`src/rtl/unidade_controle_pkg.sv`:
```
// Shared constants for the multicycle control unit: opcodes, ALU operation
// codes (also used by the ALU), FSM state encoding and instruction classes.
package unidade_controle_pkg;

  localparam logic [5:0] OP_NOP  = 6'h00;
  localparam logic [5:0] OP_ADD  = 6'h01;
  localparam logic [5:0] OP_ADDI = 6'h02;
  localparam logic [5:0] OP_SUB  = 6'h03;
  localparam logic [5:0] OP_SUBI = 6'h04;
  localparam logic [5:0] OP_MUL  = 6'h05;
  localparam logic [5:0] OP_DIV  = 6'h06;
  localparam logic [5:0] OP_NOT  = 6'h07;
  localparam logic [5:0] OP_AND  = 6'h08;
  localparam logic [5:0] OP_OR   = 6'h09;
  localparam logic [5:0] OP_XOR  = 6'h0A;
  localparam logic [5:0] OP_SLT  = 6'h0B;
  localparam logic [5:0] OP_SGT  = 6'h0C;
  localparam logic [5:0] OP_BEQ  = 6'h0D;
  localparam logic [5:0] OP_BNEQ = 6'h0E;
  localparam logic [5:0] OP_SR   = 6'h0F;
  localparam logic [5:0] OP_SL   = 6'h10;
  localparam logic [5:0] OP_LW   = 6'h11;
  localparam logic [5:0] OP_SW   = 6'h12;
  localparam logic [5:0] OP_J    = 6'h13;
  localparam logic [5:0] OP_HALT = 6'h3F;

  localparam logic [3:0] ALU_ADD  = 4'b0000;
  localparam logic [3:0] ALU_SUB  = 4'b0001;
  localparam logic [3:0] ALU_MUL  = 4'b0010;
  localparam logic [3:0] ALU_DIV  = 4'b0011;
  localparam logic [3:0] ALU_NOT  = 4'b0100;
  localparam logic [3:0] ALU_AND  = 4'b0101;
  localparam logic [3:0] ALU_OR   = 4'b0110;
  localparam logic [3:0] ALU_XOR  = 4'b0111;
  localparam logic [3:0] ALU_SLT  = 4'b1000;
  localparam logic [3:0] ALU_SGT  = 4'b1001;
  localparam logic [3:0] ALU_BEQ  = 4'b1010;
  localparam logic [3:0] ALU_BNEQ = 4'b1011;
  localparam logic [3:0] ALU_SR   = 4'b1100;
  localparam logic [3:0] ALU_SL   = 4'b1101;

  typedef enum logic [2:0] {
    ST_FETCH, ST_DECODE, ST_EXEC, ST_MEM, ST_WB, ST_HALT
  } estado_t;

  typedef enum logic [3:0] {
    CL_ALU_R, CL_ALU_I, CL_LOAD, CL_STORE, CL_BRANCH,
    CL_JUMP, CL_NOP, CL_HALT, CL_ILLEGAL
  } classe_t;

endpackage

```
`src/rtl/unidade_controle_decodificador_alu.sv`:
```
// Opcode -> ALU operation and instruction class. MUL/DIV are only
// recognised when MULDIV_EN is defined; otherwise they decode as illegal.
module decodificador_alu
  import unidade_controle_pkg::*;
(
  input  logic [5:0] opcode,
  output logic [3:0] aluop,
  output classe_t    classe
);

  always_comb begin
    aluop  = ALU_ADD;
    classe = CL_ILLEGAL;
    case (opcode)
      OP_NOP:  classe = CL_NOP;
      OP_ADD:  classe = CL_ALU_R;
      OP_ADDI: classe = CL_ALU_I;
      OP_SUB:  begin aluop = ALU_SUB;  classe = CL_ALU_R; end
      OP_SUBI: begin aluop = ALU_SUB;  classe = CL_ALU_I; end
`ifdef MULDIV_EN
      OP_MUL:  begin aluop = ALU_MUL;  classe = CL_ALU_R; end
      OP_DIV:  begin aluop = ALU_DIV;  classe = CL_ALU_R; end
`endif
      OP_NOT:  begin aluop = ALU_NOT;  classe = CL_ALU_R; end
      OP_AND:  begin aluop = ALU_AND;  classe = CL_ALU_R; end
      OP_OR:   begin aluop = ALU_OR;   classe = CL_ALU_R; end
      OP_XOR:  begin aluop = ALU_XOR;  classe = CL_ALU_R; end
      OP_SLT:  begin aluop = ALU_SLT;  classe = CL_ALU_R; end
      OP_SGT:  begin aluop = ALU_SGT;  classe = CL_ALU_R; end
      OP_BEQ:  begin aluop = ALU_BEQ;  classe = CL_BRANCH; end
      OP_BNEQ: begin aluop = ALU_BNEQ; classe = CL_BRANCH; end
      OP_SR:   begin aluop = ALU_SR;   classe = CL_ALU_R; end
      OP_SL:   begin aluop = ALU_SL;   classe = CL_ALU_R; end
      OP_LW:   classe = CL_LOAD;
      OP_SW:   classe = CL_STORE;
      OP_J:    classe = CL_JUMP;
      OP_HALT: classe = CL_HALT;
      default: classe = CL_ILLEGAL;
    endcase
  end

endmodule

```
`src/rtl/unidade_controle.sv`:
```
// Multicycle control FSM (FETCH/DECODE/EXEC/MEM/WB/HALT).
// Optional MUL/DIV decode (and HIWRITE) enabled by `define MULDIV_EN.
module unidade_controle
  import unidade_controle_pkg::*;
(
  input  logic       CLK,
  input  logic       RST,
  input  logic [5:0] OPCODE,
  input  logic       ZERO,
  input  logic       MEMREADY,
  output logic [3:0] ALUop,
  output logic       ALUSRC,
  output logic       PCWRITE,
  output logic [1:0] PCSRC,
  output logic       IRWRITE,
  output logic       MEMREAD,
  output logic       MEMWRITE,
  output logic       REGWRITE,
  output logic       HIWRITE,
  output logic       REGDST,
  output logic       MEMTOREG,
  output logic       ILLEGAL,
  output logic       HALTED
);

  estado_t    estado, prox;
  logic [5:0] op_q;
  logic [5:0] dec_op;
  logic [3:0] dec_aluop;
  classe_t    classe;

  // DECODE must classify the live opcode (ILLEGAL pulses there); later
  // states use the copy latched at the end of DECODE.
  assign dec_op = (estado == ST_DECODE) ? OPCODE : op_q;

  decodificador_alu u_dec (
    .opcode (dec_op),
    .aluop  (dec_aluop),
    .classe (classe)
  );

  always_ff @(posedge CLK or posedge RST) begin
    if (RST) begin
      estado <= ST_FETCH;
      op_q   <= OP_NOP;
    end else begin
      estado <= prox;
      if (estado == ST_DECODE) op_q <= OPCODE;
    end
  end

  always_comb begin
    prox = estado;
    case (estado)
      ST_FETCH:  if (MEMREADY) prox = ST_DECODE;
      ST_DECODE: begin
        case (classe)
          CL_NOP, CL_ILLEGAL: prox = ST_FETCH;
          CL_HALT:            prox = ST_HALT;
          default:            prox = ST_EXEC;
        endcase
      end
      ST_EXEC: begin
        case (classe)
          CL_LOAD, CL_STORE: prox = ST_MEM;
          CL_ALU_R, CL_ALU_I: prox = ST_WB;
          default:           prox = ST_FETCH;
        endcase
      end
      ST_MEM:  if (MEMREADY) prox = (classe == CL_LOAD) ? ST_WB : ST_FETCH;
      ST_WB:   prox = ST_FETCH;
      ST_HALT: prox = ST_HALT;
      default: prox = ST_FETCH;
    endcase
  end

  // Everything is gated by RST so outputs drop the instant reset asserts.
  always_comb begin
    ALUop    = ALU_ADD;
    ALUSRC   = 1'b0;
    PCWRITE  = 1'b0;
    PCSRC    = 2'b00;
    IRWRITE  = 1'b0;
    MEMREAD  = 1'b0;
    MEMWRITE = 1'b0;
    REGWRITE = 1'b0;
    HIWRITE  = 1'b0;
    REGDST   = 1'b0;
    MEMTOREG = 1'b0;
    ILLEGAL  = 1'b0;
    HALTED   = 1'b0;
    if (!RST) begin
      case (estado)
        ST_FETCH: begin
          MEMREAD = 1'b1;
          IRWRITE = MEMREADY;
          PCWRITE = MEMREADY;
        end
        ST_DECODE: ILLEGAL = (classe == CL_ILLEGAL);
        ST_EXEC: begin
          ALUop  = dec_aluop;
          ALUSRC = (classe == CL_ALU_I) || (classe == CL_LOAD) || (classe == CL_STORE);
          if (classe == CL_BRANCH && ZERO) begin
            PCWRITE = 1'b1;
            PCSRC   = 2'b01;
          end
          if (classe == CL_JUMP) begin
            PCWRITE = 1'b1;
            PCSRC   = 2'b10;
          end
        end
        ST_MEM: begin
          MEMREAD  = (classe == CL_LOAD);
          MEMWRITE = (classe == CL_STORE);
        end
        ST_WB: begin
          REGWRITE = 1'b1;
          REGDST   = (classe == CL_ALU_R);
          MEMTOREG = (classe == CL_LOAD);
`ifdef MULDIV_EN
          HIWRITE  = (dec_aluop == ALU_DIV);
`endif
        end
        ST_HALT: HALTED = 1'b1;
        default: ;
      endcase
    end
  end

endmodule
```
`config.mk`:
```
export PLATFORM = sky130hd
export DESIGN_NAME = unidade_controle
export DESIGN_NICKNAME = d
export VERILOG_FILES = /design/src/rtl/unidade_controle_pkg.sv /design/src/rtl/unidade_controle_decodificador_alu.sv /design/src/rtl/unidade_controle.sv
export SDC_FILE = /design/constraint.sdc
export NUM_CORES = 1
export LEC_CHECK = 0
export BUFFER_PORTS_ARGS = -buffer_cell sky130_fd_sc_hd__buf_2
export CORE_MARGIN = 8
export CORE_UTILIZATION = 50
export DETAILED_ROUTE_END_ITERATION = 8
export GPL_ROUTABILITY_DRIVEN = 0
export HOLD_SLACK_MARGIN = 0.02
export PLACE_DENSITY = 0.73
export SLEW_MARGIN = 20
export SYNTH_ARGS = -nofsm -noshare
export SYNTH_HDL_FRONTEND = slang
export SYNTH_HIERARCHICAL = 1
export SYNTH_SLANG_ARGS = --single-unit
```
`constraint.sdc`:
```
create_clock -name CLK -period 2.95 [get_ports CLK]
set_clock_uncertainty 0.1 [all_clocks]
set_input_delay 0.1475 -clock CLK [delete_from_list [all_inputs] [get_ports CLK]]
set_output_delay 0.1475 -clock CLK [all_outputs]
set_load 0.01 [all_outputs]
```
Word-level counts from Yosys, hierarchy flattened
Cells that the tools add are included.
{"block": "word_totals", "output_inout_bits": 17, "in_bits": 10, "ff_bits": 9}
{"block": "classes", "reduce_logical": 14, "mux": 37, "n_eq_ne": 33}
{"operator": "$eq 6x4->1 const B", "n": 8}
{"operator": "$pmux 4 s11", "n": 1}
{"operator": "$pmux 4 s8", "n": 1}
{"operator": "$eq 6x5->1 const B", "n": 4}
{"operator": "$mux 1", "n": 21}
{"operator": "$eq 4x3->1 const B", "n": 4}
{"operator": "$pmux 3 s5", "n": 1}
{"operator": "$eq 6x2->1 const B", "n": 2}
{"operator": "$eq 6x3->1 const B", "n": 2}
{"operator": "$pmux 3 s2", "n": 2}
{"operator": "$reduce_or 2->1", "n": 6}
{"operator": "$reduce_or 10->1", "n": 1}
{"operator": "$mux 3", "n": 3}
{"operator": "$eq 4x2->1 const B", "n": 2}
{"operator": "$mux 4", "n": 2}
{"operator": "$eq 3x2->1 const B", "n": 2}
{"operator": "$eq 3x3->1 const B", "n": 2}
{"operator": "$eq 6x1->1 const B", "n": 1}
{"operator": "$eq 6x6->1 const B", "n": 1}
{"operator": "$logic_not 6->1", "n": 1}
{"operator": "$mux 2", "n": 3}
{"operator": "$mux 6", "n": 1}
{"operator": "$eq 4x1->1 const B", "n": 1}
{"operator": "$eq 4x4->1 const B", "n": 1}
{"operator": "8 further kinds", "n": 11}

Longest topological paths before layout
Gate-level depths: netlist of run 1.
{"block": "depth", "word_depth": 11, "mapped_depth": 12, "ltp_nobuf": 9}

By module
Netlist of run 1, hierarchy kept.
{"mod": "unidade_controle", "area_each_um2": 718.2, "cells_each": 79, "n_inst": 1, "seq_area_each_um2": 225.2}
{"mod": "decodificador_alu", "area_each_um2": 402.9, "cells_each": 55, "n_inst": 1, "seq_area_each_um2": 0.0}

Worst setup path before layout of run 1
Ideal clock, no wire load.
{"block": "synth_path", "kind": "register -> output", "startpoint": "register estado[1]", "endpoint": "output port MEMREAD", "n_path_buf": 2, "path_stages_with_launch": 12, "required_ps": 2703, "t_arrival_ps": 2575, "slack_ps": 127, "cell_sequence": "dfrtp_1 > nand2b_1 > nor2_4 > mux2_1 > buf_6 > nor4_1 > a21oi_1 > o21ai_1 > buf_2 > and4bb_1 > a31oi_1 > nor3_1"}
{"block": "synth_between", "elab_chain_len": 8, "elab_cells_between_ends": 30, "classes_between": "eq/ne (21); mux (4); reduce/logical (5)"}
{"element": "from (decl)", "line_no": "unidade_controle.sv:26", "rtl": "estado_t estado, prox;"}
{"element": "from (signal assigned)", "line_no": "unidade_controle.sv:47", "rtl": "estado <= prox;"}
{"element": "$eq 3x1->1 *", "line_no": "unidade_controle.sv:34", "rtl": "assign dec_op = (estado == ST_DECODE) ? OPCODE : op_q;"}
{"element": "$mux 6 *"}
{"element": "via dec_op[3]", "line_no": "unidade_controle.sv:28", "rtl": "logic [5:0] dec_op;"}
{"element": "$eq 6x1->1, or another cell as far along", "line_no": "unidade_controle_decodificador_alu.sv:14", "rtl": "case (opcode)"}
{"element": "$reduce_or 10->1 (no line) or $reduce_or 2->1 (tied branches)"}
{"element": "$pmux 4 s8 *", "line_no": "unidade_controle_decodificador_alu.sv:14"}
{"element": "via classe[1]", "line_no": "unidade_controle.sv:30", "rtl": "classe_t classe;"}
{"element": "$eq 4x2->1 *", "line_no": "unidade_controle.sv:113", "rtl": "MEMREAD = (classe == CL_LOAD);"}
{"element": "$pmux 1 s2 *", "line_no": "unidade_controle.sv:93", "rtl": "case (estado)"}
{"element": "$mux 1 *", "line_no": "unidade_controle.sv:92", "rtl": "if (!RST) begin"}
{"element": "to (decl)", "line_no": "unidade_controle.sv:16", "rtl": "output logic MEMREAD,"}
Mark *: on every way through the listed nets, which the timed path passes. The rest lies on a longest branch.

Final worst setup path of run 1
Same ends and word-level chain as after synthesis.

==> results.txt, run 1 <==
Worst Hold Depth: 2
DRT Pass-1 Iters: 4
antenna violations before repair: 0
CP Cell Sequence: nand2b_4 > nor2_4 > buf_12 > mux2_4 > and4bb_1 > o211ai_1 > nand3_2 > and4bb_2 > a31oi_1 > nor3_1 > buf_2
TritonCTS buffer count: 3
ant diodes: 0
# port buffers: 25
internal power: 1.02 mW
Die Ht: 63.4 microns
crit end category: output port
min-delay src: OPCODE[1]
R2R Setup Slk: 0.24 ns
CP Max Fanout: 10
Layout Nets: 191
global-route wire length before repair: 5930 microns
commonest non-fill, non-tap cells in the layout: buf_2 (25), buf_4 (24), nor2_1 (14)
peak supply drop: 605 uV
number of synthesized flops with an enable pin: 0
Final HPWL DP: 2070 microns
# setup viols final: 3
R2R depth: 11
setup TNS: -0.0851 ns
sequential share of power: 11.1%
CP startpoint kind: flop
share of synthesized registers carrying an async set or reset: 100%
Core Area: 2170 sq um
clock sink count: 9
minimum clock period after layout: 3.01 ns
Fillers: 172
Mapped Area: 1120 sq um
#FFs+latches synth: 9
status: complete, but fails checks
final wirelength: 3540 microns
CTS tree: built
pre-CTS WS: 0.00329 ns
max incr delay on CP: 0.37 ns
critical path startpoint: estado[1]
largest net degree at the start of global routing: 19
clock power share: 5.0%
final worst slack: -0.0578 ns
Top FF cell, synth: dfrtp_1
syn_nets: 144
hold endpoint: op_q[1]
Wirelength per Cell: 17.0 microns
RSZ-0062 raised after global routing: yes
commonest non-fill, non-tap cell in the layout: buf_2
worst r2r src: estado[1]
GRT Residual Overflow: 0
Net Switching: 0.926 mW
Worst EP required: 2.70 ns
register area share after synthesis: 20.1%
critical path's slowest cell: dfrtp_1
final instance area: 1560 sq um
number of global-route vias before repair: 1270
total die area: 4010 sq um
Fmax: 0.332 GHz
via count: 1247
CTS Buffer Depth: 2
clk root buf: clkbuf_4
Layout area overhead: 39.3%
Hold Crit Class: in2reg
detailed-route DRC error count: 0
Final period util: 102%
post-route antenna net violation count: 0
Die W: 63.4 microns
Netlist cell types: 53
leakage: 0.744 nW
top-level I/O count: 27
crit path DAT: 2.76 ns
Reg area: 225 sq um
DRT iter0 DRCs: 48
Net Sw Frac: 47.5%
Worst-path clk slew: 0.06 ns
power share of the combinational group: 84.0%
GRT Total Usage: 17.3%
failing checks: setup timing
Via density: 6.00
max_cap viols: 0
Reg-to-Reg End: estado[1]
synthesized instance count: 134
placed cell count: 187
P per Cell Area: 1250 nW/um^2
row cnt: 17
final hold viol count: 0
Crit Path Class: reg2out
dpl cell area: 1270 sq um
fin. max-slew vios: 0
Avg Inst Size Synth: 8.37 sq um
total power: 1.95 mW
final std cells w/o fill: 208
synth warn: 6
share of layout cells above drive strength 1: 51.1%
H-tree depth: 1
Initial Util: 51.7%
Clock Latency Late Sink: 0.26 ns
area occupied by multi-input gates: 925 sq um
-- synthesized netlist by cell type, drive strengths merged, types with 2 or more instances --
| master | n | share of area [%] |
|---|---|---|
| nor2b | 2 | 1.8 |
| inv | 4 | 1.3 |
| o21ai | 10 | 4.5 |
| nand4b | 2 | 1.6 |
| and3 | 8 | 4.6 |
| nor3 | 6 | 3.6 |
| and2 | 2 | 1.1 |
| nand4 | 3 | 1.7 |
| a31oi | 2 | 1.1 |
| nand2b | 2 | 1.1 |
| nand3 | 2 | 0.89 |
| and4bb | 3 | 3.3 |
| nor2 | 15 | 5.7 |
| a21oi | 4 | 1.8 |
| a32oi | 3 | 2.3 |
| nand2 | 4 | 1.3 |
| a22oi | 2 | 1.3 |
| buf | 13 | 9.5 |
| dfrtp | 9 | 20 |
| nor4 | 3 | 2.2 |
| mux2 | 6 | 6.0 |
| nor4b | 2 | 2.1 |
| nor3b | 7 | 6.0 |
| and2b | 5 | 3.7 |
-- power groups by stage --
stage | combinational, mW | sequential (mW) | clock [mW]
finish | 1.64 | 0.216 | 0.0965
global route | 1.76 | 0.223 | 0.103
CTS | 1.51 | 0.214 | 0.0961
detailed placement | 1.16 | 0.198 | 0
global placement | 1.13 | 0.198 | 0
floorplan | 0.941 | 0.206 | 0
-- logic make-up after synthesis --
group / Yosys count / synth area share, %
AOI/OAI and AO/OA: 31 / 19.0
buffers and inverters: 17 / 10.8
muxes: 6 / 6.03
and+or+nand+nor: 69 / 43.0
other: 1 / 0.335
DFF: 9 / 20.1
xor gates and xnor gates: 1 / 0.781
-- cell type report --
type                       instances  share of cell area [%]
clock buffer                       4                    1.68
inverter                           4                   0.962
multi-input combinational        112                    59.2
sequential                         9                    14.4
tap                               28                    2.24
timing repair buffer              51                    21.5
-- worst max path at each step --
stage | endpoint | depth (start not counted)
CTS | MEMREAD | 11
global placement | ILLEGAL | 9
detailed placement | MEMREAD | 10
global route | MEMREAD | 11
finish | MEMREAD | 11
floorplan | MEMREAD | 11
-- worst max-delay path, delay by kind of cell (launching register included) --
family          cells  cell delay, ns
flops               1            0.37
buf+inv             2            0.30
simple gates        6            1.16
mux                 1            0.35
compound gates      2            0.32
-- state kept, by name, summed over array words and instances (netlist names) --
register,flops
estado,3
op_q,6
-- timing repair --
item / in CTS / in global routing
hold buffers: 1 / 0
setup endpoints to repair: 9 / 9
pin swaps: 5 / 2
cloned: 4 / 0
resized for setup: 20 / 9
hold endpoints to repair: 9 / 0
buffers inserted: 11 / 1
-- metal layers --
layer  GRT usage (%)  vias up  wire length (microns)
li1                -      598                      -
met1            20.4      606                   1560
met2            29.7       37                   1810
met3            3.36        6                    144
met4            6.69        0                     26
met5               0        -                      0
-- stage by stage --
step | utilization, % | hold WS (ns)
global route | 72.0 | 0.102
CTS | 69.7 | 0.0824
finish | 72.0 | 0.0978
detailed placement | 58.7 | 0.0872
floorplan | - | -0.119
global placement | 58.7 | 0.0687
No activity file was read; power rests on OpenSTA's default activity.
==> run 2: changes to the inputs <==
--- a/config.mk
+++ b/config.mk
@@ -5,13 +5,14 @@
 export SDC_FILE = /design/constraint.sdc
 export NUM_CORES = 1
 export LEC_CHECK = 0
+export ABC_AREA = 1
 export BUFFER_PORTS_ARGS = -buffer_cell sky130_fd_sc_hd__buf_2
 export CORE_MARGIN = 8
 export CORE_UTILIZATION = 50
 export DETAILED_ROUTE_END_ITERATION = 8
 export GPL_ROUTABILITY_DRIVEN = 0
 export HOLD_SLACK_MARGIN = 0.02
-export PLACE_DENSITY = 0.73
+export PLACE_DENSITY = 0.75
 export SLEW_MARGIN = 20
 export SYNTH_ARGS = -nofsm -noshare
 export SYNTH_HDL_FRONTEND = slang
==> results.txt, run 2 <==
synth warn: 6
Clock Latency Late Sink: 0.26 ns
fin util: 78.0%
max reg flops: 6
total die area: 3620 sq um
post-route antenna net violation count: 0
top cell type's share of synthesized area: 24.3%
minimum clock period after layout: 2.86 ns
number of synthesized flops with an enable pin: 0
final std cells w/o fill: 247
status: finished, final reports clean
register area share after synthesis: 23.1%
Core Area: 1900 sq um
R2R depth: 22
Crit Path Class: reg2out
Netlist cell types: 22
fin. max-slew vios: 0
Worst Hold Depth: 3
Worst path depth: 18
placed cell count: 230
Largest regs: op_q x6, estado x3
largest net degree at the start of global routing: 16
Worst EP required: 2.70 ns
Hold Crit Class: in2reg
Wirelength per Cell: 13.8 microns
share of synthesized registers carrying an async set or reset: 100%
CP startpoint kind: flop
final wirelength: 3400 microns
leading area contributor after synthesis: nand2_1
syn_nets: 191
Die W: 60.2 microns
# port buffers: 25
Final period util: 96.9%
synth cell count leaders: nand2_1 (63), nor2_1 (36), nand3_1 (21)
commonest non-fill, non-tap cells in the layout: nand2_1 (42), nor2_1 (26), buf_2 (25)
final hold viol count: 0
Layout area overhead: 52.2%
# setup viols final: 0
Top FF cell, synth: dfrtp_1
share of layout cells above drive strength 1: 46.4%
CP delay by family, top: simple AND/OR/NAND/NOR gates
Layout Nets: 231
DRT iter0 DRCs: 81
register with the most flip-flops: op_q
GRT Total Usage: 16.6%
H-tree depth: 1
CTS Buffer Depth: 2
max incr delay on CP: 0.40 ns
global route hottest layer: met2
Fmax: 0.350 GHz
M1 GR Usage: 17.8%
top cells by area, synth: nand2_1 (24%), dfrtp_1 (23%), nor2_1 (14%)
top-count cell post-synth: nand2_1
Initial Util: 51.3%
critical path's slowest cell: dfrtp_1
CP Buf/Inv Count: 4
synthesized instance count: 181
clk root buf: clkbuf_4
global-route wire length before repair: 4720 microns
GRT Residual Overflow: 0
crit path DAT: 2.61 ns
number of global-route vias before repair: 1167
TritonCTS buffer count: 3
row cnt: 16
ant diodes: 0
CP Max Fanout: 7
via count: 1326
CP Cell Sequence: inv_2 > nand2_2 > nor2_4 > clkinv_4 > nand2_4 > nand2_4 > nor2_4 > nand3_1 > nand2_1 > nor2_2 > nand2_2 > inv_1 > nor2_1 > nand2_1 > nand2_1 > nand2_1 > a21oi_1 > buf_2
top-level I/O count: 27
Worst-path clk slew: 0.06 ns
commonest non-fill, non-tap cell in the layout: nand2_1
Die Ht: 60.2 microns
CTS tree: built
clock sink count: 9
max_cap viols: 0
Final HPWL DP: 2140 microns
met2 GRT Util: 29.4%
#FFs+latches synth: 9
most numerous cell on the critical path: nand2_1
crit end category: output port
met3 GRT Util: 4.30%
Mapped Area: 975 sq um
detailed-route DRC error count: 0
DRT Pass-1 Iters: 4
antenna violations before repair: 0
Via density: 5.37
Avg Inst Size Synth: 5.39 sq um
==> run 2: changes by cell type after synthesis, moves of 4 or more <==
cell     delta
and3_1      -7
o21ai_1     -6
nor3b_1     -4
nor2_1     +22
nand2_2     +5
buf_2       -6
nand2_1    +59
nand3_1    +19
inv_1      +17
mux2_1      -6
==> run 2: cell type report <==
type / count / area, sq um
timing repair buffer: 37 / 234
clock buffer: 4 / 26.3
sequential: 9 / 226
inverter: 25 / 98.8
fill: 133 / 418
tap: 27 / 33.8
multi-input combinational: 145 / 865
==> run 2: worst register-to-register path: cells and delay by family (launching register included) <==
kind          cells  cell delay, ns
flops             1            0.40
buf+inv           6            0.53
simple gates     16            1.56
==> run 2: final timing paths <==
kind	startpoint	to	slack [ns]
min reg2reg	op_q[3]	op_q[3]	0.47
min in group asynchronous	RST	estado[1]	0.45
min	OPCODE[1]	op_q[1]	0.12
max reg2reg	estado[1]	estado[0]	0.26
max in group asynchronous	RST	estado[0]	2.03
max	estado[1]	PCWRITE	0.09
==> run 2: cell families (layout without fill, tap and decap cells) <==
logic type / count (synthesis) / after routing / synth area share [%]
AND/OR/NAND/NOR: 138 / 139 / 61.7
buffers and inverters: 28 / 66 / 11.9
flip-flops: 9 / 9 / 23.1
AO/OA/AOI/OAI: 5 / 5 / 2.82
other: 1 / 1 / 0.385
==> run 2: timing repair <==
action                                 CTS  global route
endpoints found under the hold margin    9             0
gates cloned                             1             0
buffers inserted                         4             7
resized for setup                        6            65
setup endpoints to repair                9            12
hold buffers                             1             0
pin swaps                                3            22
==> run 2: stage by stage <==
stage	setup TNS (ns)	instance area (sq um)	hold WS, ns	worst slack [ns]
6_report	0	1480	0.116	0.0911
5_1_grt	-0.703	1480	0.110	-0.151
4_1_cts	0	1200	0.117	0.00687
3_5_place_dp	0	1110	0.164	0.151
3_3_place_gp	0	1110	0.157	0.224
2_1_floorplan	0	975	0.0879	0.520
==> run 2: routing by layer <==
layer,up-vias,part of all wire (%)
li1,640,-
met1,609,38
met2,63,52
met3,14,5.9
met4,0,3.8
met5,-,0
Power of run 2 is left out: the tool's default activity adds up to more than one toggle a clock period on the data nets, which glitch-free logic cannot reach.
==> run 3: changes to the inputs <==
--- a/config.mk
+++ b/config.mk
@@ -9,6 +9,7 @@
 export BUFFER_PORTS_ARGS = -buffer_cell sky130_fd_sc_hd__buf_2
 export CORE_MARGIN = 8
 export CORE_UTILIZATION = 50
+export CTS_BUF_LIST = sky130_fd_sc_hd__clkbuf_8
 export DETAILED_ROUTE_END_ITERATION = 8
 export GPL_ROUTABILITY_DRIVEN = 0
 export HOLD_SLACK_MARGIN = 0.02
==> results.txt, run 3 (synthesis gave the netlist of run 2 again) <==
status: finished, final reports clean
share of layout cells above drive strength 1: 40.4%
max incr delay on CP: 0.39 ns
Wirelength per Cell: 12.3 microns
number of global-route vias before repair: 1109
R2R depth: 20
R2R Setup Slk: 0.40 ns
# port buffers: 25
Fmax: 0.349 GHz
critical path's slowest cell: dfrtp_1
worst setup path end: PCWRITE
clock sink count: 9
max reg flops: 6
Die W: 60.2 microns
detailed-route DRC error count: 0
Layout Nets: 224
Crit Path Class: reg2out
TritonCTS buffer count: 3
Reg-to-Reg End: estado[0]
worst r2r src: estado[1]
ant diodes: 0
crit end category: output port
Clock Latency Late Sink: 0.23 ns
global-route wire length before repair: 4430 microns
Largest regs: op_q x6, estado x3
fin util: 72.2%
GRT Total Usage: 15.7%
critical path startpoint: estado[1]
via count: 1266
Worst-path clk slew: 0.05 ns
DRT iter0 DRCs: 52
Final HPWL DP: 2140 microns
minimum clock period after layout: 2.86 ns
Worst EP required: 2.70 ns
Layout area overhead: 40.8%
final hold viol count: 0
CTS tree: built
largest net degree at the start of global routing: 16
CP startpoint kind: flop
Final period util: 97.0%
GRT Residual Overflow: 0
CP Max Fanout: 7
antenna violations before repair: 0
most numerous cell on the critical path: nand2_1
total die area: 3620 sq um
DRT Pass-1 Iters: 4
commonest non-fill, non-tap cells in the layout: nand2_1 (45), nor2_1 (28), buf_2 (25)
Hold Crit Class: in2reg
register with the most flip-flops: op_q
Initial Util: 51.3%
H-tree depth: 1
clk root buf: clkbuf_8
CTS Buffer Depth: 2
# setup viols final: 0
row cnt: 16
Fillers: 165
commonest non-fill, non-tap cell in the layout: nand2_1
Core Area: 1900 sq um
crit path DAT: 2.62 ns
fin. max-slew vios: 0
Via density: 5.28
max_cap viols: 0
CP Cell Sequence: inv_2 > nand2_2 > nor2_4 > inv_4 > nand2_1 > nand2_4 > nand2_2 > nor2_2 > nand2_1 > nand2_1 > nor2_2 > nand2_2 > nor2_4 > nand3_2 > nand2_1 > nand2_1 > a21oi_1 > buf_2
top-level I/O count: 27
Die Ht: 60.2 microns
post-route antenna net violation count: 0
final wirelength: 2950 microns
[run 3: what timing repair did]
item                                    in CTS  in global routing
pin swaps                                    0                 10
setup buffers                                0                  4
gates resized for setup                      4                 47
endpoints found under the setup margin       7                 10
cloned                                       0                  1
hold endpoints to repair                     9                  0
hold buffers                                 1                  0
[run 3: final cells by class]
class                           instances  area (sq um)  area share [%]
Clock inverter                          1          3.75           0.273
Sequential cell                         9           226            16.5
Clock buffer                            3          41.3            3.01
Timing Repair Buffer                   30           169            12.3
Multi-Input combinational cell        145           802            58.4
Inverter                               25          96.3            7.02
Tap cell                               27          33.8            2.46
[run 3: worst min path at each step]
stage	slack [ns]	start	end	depth (start not counted)
floorplan	0.09	RST	estado[0]	2
global placement	0.16	RST	op_q[5]	2
detailed placement	0.16	RST	op_q[5]	2
CTS	0.15	MEMREADY	estado[0]	4
global route	0.14	OPCODE[1]	op_q[1]	3
finish	0.12	OPCODE[1]	op_q[1]	3
[run 3: metrics by stage]
stage | instances | setup WS (ns) | instance area, sq um | TNS [ns] | hold slack (ns)
2_1_floorplan | 181 | 0.520 | 975 | 0 | 0.0879
3_3_place_gp | 230 | 0.224 | 1110 | 0 | 0.157
3_5_place_dp | 230 | 0.151 | 1110 | 0 | 0.164
4_1_cts | 235 | 0.00183 | 1180 | 0 | 0.146
5_1_grt | 240 | -0.0925 | 1370 | -0.218 | 0.136
6_report | 240 | 0.0873 | 1370 | 0 | 0.122
[run 3: metal layers]
metal,vias to the layer above,global-route usage [%],share of wire (%)
li1,627,-,-
met2,45,28.2,52
met5,-,0,0
met4,0,7.82,3.0
met3,10,2.80,4.3
met1,584,16.9,40
[run 3: critical path, delay by kind of cell, from the launching register on]
kind / cells / cell delay (ns)
flops: 1 / 0.39
compound gates: 1 / 0.15
simple gates: 14 / 1.50
buf+inv: 3 / 0.33
Power of run 3 is left out for the same reason.
